===== src/rtl/seq_pkg.sv =====
// Shared types and helpers for the serial pattern generator and its companion detector bench.
package seq_pkg;

  localparam int W_DEF  = 8;
  localparam int RW_DEF = 8;

  typedef enum logic [1:0] {
    IDLE  = 2'd0,
    SHIFT = 2'd1,
    DONE  = 2'd2
  } state_t;

  // A pattern length is usable when it selects at least one and at most w bits.
  function automatic logic len_ok(input int unsigned len_v, input int unsigned w_v);
    return (len_v >= 32'd1) && (len_v <= w_v);
  endfunction

endpackage


===== src/rtl/seq_bitcnt.sv =====
// Loadable down-counter that stops at its terminal value; used for bit index and repetitions.
module seq_bitcnt #(
  parameter int           N      = 8,
  parameter logic [N-1:0] TC_VAL = {N{1'b0}}
) (
  input  logic         clk,
  input  logic         rst_n,
  input  logic         load,
  input  logic [N-1:0] load_val,
  input  logic         dec,
  output logic [N-1:0] cnt,
  output logic         tc
);

  logic [N-1:0] cnt_d;
  logic [N-1:0] cnt_q;

  // Next count: load wins, otherwise step down but never past the terminal value.
  always_comb begin
    cnt_d = cnt_q;
    if (load) begin
      cnt_d = load_val;
    end else if (dec && !tc) begin
      cnt_d = cnt_q - N'(1);
    end else begin
      cnt_d = cnt_q;
    end
  end

  // Count register.
  always_ff @(posedge clk or negedge rst_n) begin
    if (!rst_n) begin
      cnt_q <= {N{1'b0}};
    end else begin
      cnt_q <= cnt_d;
    end
  end

  assign cnt = cnt_q;
  assign tc  = (cnt_q == TC_VAL);

endmodule


===== src/rtl/seq_gen.sv =====
// Serial pattern generator: sends len bits of pattern MSB-first, reps times, with
// start/busy/done handshake and a valid qualifier on every bit.
module seq_gen
  import seq_pkg::*;
#(
  parameter int W  = W_DEF,
  parameter int RW = RW_DEF
) (
  input  logic                   clk,
  input  logic                   rst_n,
  input  logic                   start,
  input  logic [W-1:0]           pattern,
  input  logic [$clog2(W+1)-1:0] len,
  input  logic [RW-1:0]          reps,
  input  logic                   abort,
  output logic                   dout,
  output logic                   valid,
  output logic                   busy,
  output logic                   done,
  output logic                   err
);

  localparam int LW = $clog2(W + 1);
  localparam int BW = $clog2(W);

  state_t        state_q, state_d;
  logic [W-1:0]  pat_q, pat_d;
  logic [LW-1:0] len_q, len_d;
  logic          dout_q, dout_d;
  logic          valid_q, valid_d;
  logic          busy_q, busy_d;
  logic          done_q, done_d;
  logic          err_q, err_d;

  logic          bit_load_s, bit_dec_s, bit_tc_s;
  logic [BW-1:0] bit_val_s, bit_cnt_s, bit_nxt_s;
  logic [BW-1:0] len_m1_s, lenq_m1_s;
  logic          rep_load_s, rep_dec_s, rep_tc_s, rep_last_s;
  logic [RW-1:0] rep_cnt_s;

  assign len_m1_s  = BW'(len - LW'(1));
  assign lenq_m1_s = BW'(len_q - LW'(1));
  assign bit_nxt_s = bit_cnt_s - BW'(1);
  // A zero repetition count is unreachable in normal operation; finish rather than wrap.
  assign rep_last_s = rep_tc_s || (rep_cnt_s == {RW{1'b0}});

  seq_bitcnt #(.N(BW), .TC_VAL({BW{1'b0}})) u_bit_cnt (
    .clk      (clk),
    .rst_n    (rst_n),
    .load     (bit_load_s),
    .load_val (bit_val_s),
    .dec      (bit_dec_s),
    .cnt      (bit_cnt_s),
    .tc       (bit_tc_s)
  );

  seq_bitcnt #(.N(RW), .TC_VAL(RW'(1))) u_rep_cnt (
    .clk      (clk),
    .rst_n    (rst_n),
    .load     (rep_load_s),
    .load_val (reps),
    .dec      (rep_dec_s),
    .cnt      (rep_cnt_s),
    .tc       (rep_tc_s)
  );

  // FSM next state, next outputs and counter controls.
  always_comb begin
    state_d    = state_q;
    pat_d      = pat_q;
    len_d      = len_q;
    dout_d     = 1'b0;
    valid_d    = 1'b0;
    busy_d     = 1'b0;
    done_d     = 1'b0;
    err_d      = 1'b0;
    bit_load_s = 1'b0;
    bit_dec_s  = 1'b0;
    bit_val_s  = lenq_m1_s;
    rep_load_s = 1'b0;
    rep_dec_s  = 1'b0;
    case (state_q)
      IDLE: begin
        if (start) begin
          if (len_ok(32'(len), 32'(W)) && (reps != {RW{1'b0}})) begin
            state_d    = SHIFT;
            pat_d      = pattern;
            len_d      = len;
            bit_load_s = 1'b1;
            bit_val_s  = len_m1_s;
            rep_load_s = 1'b1;
            dout_d     = pattern[len_m1_s];
            valid_d    = 1'b1;
            busy_d     = 1'b1;
          end else begin
            err_d = 1'b1;
          end
        end else begin
          state_d = IDLE;
        end
      end
      SHIFT: begin
        if (abort) begin
          state_d = IDLE;
        end else if (bit_tc_s) begin
          if (rep_last_s) begin
            state_d = DONE;
            done_d  = 1'b1;
          end else begin
            rep_dec_s  = 1'b1;
            bit_load_s = 1'b1;
            bit_val_s  = lenq_m1_s;
            dout_d     = pat_q[lenq_m1_s];
            valid_d    = 1'b1;
            busy_d     = 1'b1;
          end
        end else begin
          bit_dec_s = 1'b1;
          dout_d    = pat_q[bit_nxt_s];
          valid_d   = 1'b1;
          busy_d    = 1'b1;
        end
      end
      DONE: begin
        state_d = IDLE;
      end
      default: begin
        state_d = IDLE;
      end
    endcase
  end

  // State, latched request and registered outputs.
  always_ff @(posedge clk or negedge rst_n) begin
    if (!rst_n) begin
      state_q <= IDLE;
      pat_q   <= {W{1'b0}};
      len_q   <= {LW{1'b0}};
      dout_q  <= 1'b0;
      valid_q <= 1'b0;
      busy_q  <= 1'b0;
      done_q  <= 1'b0;
      err_q   <= 1'b0;
    end else begin
      state_q <= state_d;
      pat_q   <= pat_d;
      len_q   <= len_d;
      dout_q  <= dout_d;
      valid_q <= valid_d;
      busy_q  <= busy_d;
      done_q  <= done_d;
      err_q   <= err_d;
    end
  end

  assign dout  = dout_q;
  assign valid = valid_q;
  assign busy  = busy_q;
  assign done  = done_q;
  assign err   = err_q;

endmodule


===== config.mk =====
export PLATFORM = sky130hd
export DESIGN_NAME = seq_gen
export DESIGN_NICKNAME = d
export VERILOG_FILES = /design/src/rtl/seq_pkg.sv /design/src/rtl/seq_bitcnt.sv /design/src/rtl/seq_gen.sv
export SDC_FILE = /design/constraint.sdc
export NUM_CORES = 1
export LEC_CHECK = 0
export ABC_AREA = 1
export BUFFER_PORTS_ARGS = -buffer_cell sky130_fd_sc_hd__buf_2
export CAP_MARGIN = 20
export CORE_ASPECT_RATIO = 0.7
export CORE_UTILIZATION = 51
export DETAILED_ROUTE_END_ITERATION = 8
export HOLD_SLACK_MARGIN = 0.06
export PLACE_DENSITY = 0.74
export SYNTH_ARGS = -nofsm -noshare
export SYNTH_HDL_FRONTEND = slang
export SYNTH_HIERARCHICAL = 1
export SYNTH_SLANG_ARGS = --single-unit

===== constraint.sdc =====
create_clock -name clk -period 1.9 [get_ports clk]
set_clock_uncertainty 0.05 [all_clocks]
set_input_delay 0.38 -clock clk [delete_from_list [all_inputs] [get_ports clk]]
set_output_delay 0.38 -clock clk [all_outputs]
set_load 0.01 [all_outputs]

==> results.toml <==
[setup_path]
r2r_end = "u_bit_cnt/cnt[1]"
cp-end-kind = "flip-flop"
worst_setup_path_start_kind = "flip-flop"
worstSetupPathType = "reg2reg"
worstPathMaxFanout = 7
timing.reg2reg.worst_path_depth = 10
cp_data_arrival_time_ps = 1970
r2r_start = "u_rep_cnt/cnt[1]"
required_ps = 2070
reg_to_reg_slack_setup_ps = 100

[sta]
final_hold_vio_count = 0
final.setup.worst_slack_ps = 97.1
unrepaired_setup_endpoints_after_global_routing = "false"
timing_worst_slew_pin_value_ps = 651
fmaxAchievable_mhz = 555
setup_tns_ps = 0
remaining_max_slew_budget_at_the_tightest_pin_pct = 56.6
timing_max_transition_violations_final = 0
report.final.setup_viol = 0
layout_worst_path_cycle_share_pct = 94.9
final_min_period_ps = 1800

[clocking]
skew_pair_late_insertion_delay_ps = 280
hold_buffers = 0
clock_tree_from_tritoncts = "yes"
clock_tree.buffer_depth = 2
tritoncts_num_sinks = 28
numCtsBuffers = 3
ctsRootBufferMaster = "clkbuf_8"
htreeDepth = 1
cts.reportedPaths.clkPinSlew_ps = 100

[placed_design]
port-buffer-count = 28
dpl.hpwl_mm = 3.44
globalplace.congestion = 0.861
placement.setup.worst_slack_ps = -15.3
dpl-instance-area_sq_um = 2240

[synth]
synthDominantCellAreaShare_pct = 35.5
synth_area_leader_cell = "dfrtp_1"
postSynthRegisterBits = 28
ys.warnings.count = 6
seq_area_frac_synth_pct = 35.5
netlist_instances = 292
synth.top_cells.by_area = "dfrtp_1 (35%), nand2_1 (19%), inv_1 (7.4%)"
yosys.cell_types.count = 28
synth.net_count = 324
syn_area_sq_um = 1970
syn_avg_cell_area_sq_um = 6.76

[grt]
use_met2_pct = 35.4
grt-ovfl-total = 0
grt_start_max_net_pins = 29
use_met1_pct = 34.5
grt_first_pass_wirelength_mm = 7.39
grt.total_usage_pct = 23.1
grt_antenna_before_repair = 0
grt_pass1_vias = 1626
grt.met3_usage_pct = 4.41
global_route.peak_usage_layer = "met2"

[layout]
final_cell_area_sq_um = 2330
most-common-layout-cells = "nand2_1 (98), inv_1 (36), nor2_1 (31)"
flow.area_growth_from_synthesis_pct = 18.1
layout.cells.most_common = "nand2_1"
diodes = 0
nets = 364
layout-drive-gt1-share_pct = 23.3

[routing]
drc = 0
detail_route.iter0.violations = 128
via_count = 1882
drtPass1Iterations = 4
detail-route-antenna-nets = 0
route.final.wire_length_mm = 4.35
detail_route.vias_per_cell = 4.94
wire_per_inst_um = 11.4

[power_and_ir_drop]
total_power_mw = 2.90
vdd_drop_max_v = 0.000658
p_per_area_nw_per_um2 = 1250
cellLeakagePower_nw = 1.28

[floorplanning]
start_util_pct = 54.8
io-pin-count = 29
die_x_um = 76.4
die_area_sq_um = 4130
core_sq_um = 3600
die_outline_height_um = 54.1
placement_rows = 18

[flow_run]
max_cap_viol_count = 0

[status]
run_status = "finished clean"

[worst_hold_path]
hold_path_class = "in2async"
[through the flow]
stage               hold slack [ps]  instances  utilization [%]
floorplan                      34.4        292                -
CTS                            95.3        379             64.1
global placement                396        375             62.3
global route                    117        381             64.7
finish                         68.6        381             64.7
detailed placement              389        375             62.3
[worst max-delay path, stage by stage (launching register included)]
cell,delay (ps)
dfrtp_1,400
inv_2,70
ha_2,190
nand2_2,90
nor2_1,70
or2_2,340
o21ai_4,230
inv_2,90
nand2_2,90
nand2_1,60
nand2_1,60
[repair_timing]
| item | CTS | global route |
|---|---|---|
| pin swaps | 0 | 3 |
| setup endpoints to repair | 5 | 11 |
| resized for setup | 2 | 3 |
| buffers inserted | 0 | 2 |
[registers in the layout, summed over array words and instances (netlist names)]
| signal | flops |
|---|---|
| busy | 1 |
| done | 1 |
| dout | 1 |
| err | 1 |
| len_q | 3 |
| pat_q | 8 |
| state_q | 2 |
| u_bit_cnt/cnt | 3 |
| u_rep_cnt/cnt | 8 |
[where the power goes]
| part | switching, mW | total [mW] | internal (mW) |
|---|---|---|---|
| clock network | 0.194 | 0.380 | 0.186 |
| registers | 0.208 | 0.997 | 0.789 |
| logic | 0.889 | 1.53 | 0.637 |
[logic make-up (layout without fill, tap and decap cells)]
kind of cell,after synthesis,after routing,synth area share [%]
buf+inv,50,89,11.0
compound gates,29,29,8.81
flops,28,28,35.5
xor+xnor,4,4,1.77
fa+ha+maj,8,8,5.07
simple gates,173,173,37.8
[metal layers]
metal  wire length, um  vias up
met2              1730       48
met5                 0        -
met4                17        0
met3               226        2
li1                  -      985
met1              2370      847
[synthesized netlist by cell type, drive strengths merged]
cell / instances
xor2: 2
a21oi: 3
nor2: 34
nand2: 106
dfrtp: 28
nand3: 27
buf: 5
or2: 2
nand4: 2
ha: 8
xnor2: 2
nor3: 1
o211ai: 1
clkinv: 1
inv: 43
clkbuf: 1
o21ai: 25
nand3b: 1
[worst max-delay path by stage]
| stage | from | end | cells after the start |
|---|---|---|---|
| 2_1_floorplan | len[0] | u_rep_cnt/cnt[5] | 15 |
| 3_3_place_gp | len[1] | u_rep_cnt/cnt[5] | 13 |
| 3_5_place_dp | len[1] | u_rep_cnt/cnt[5] | 13 |
| 4_1_cts | u_bit_cnt/cnt[1] | u_rep_cnt/cnt[0] | 10 |
| 5_1_grt | u_rep_cnt/cnt[1] | u_bit_cnt/cnt[1] | 10 |
| 6_report | u_rep_cnt/cnt[1] | u_bit_cnt/cnt[1] | 10 |
[final cells by class]
cell class,count,area [sq um]
fillers,335,1270
multi-input cells,214,1090
flip-flops and latches,28,701
repair buffers,41,250
inverters,44,173
well taps,50,62.6
clock buffers,4,55.1
(Power assumes the default switching activity.)
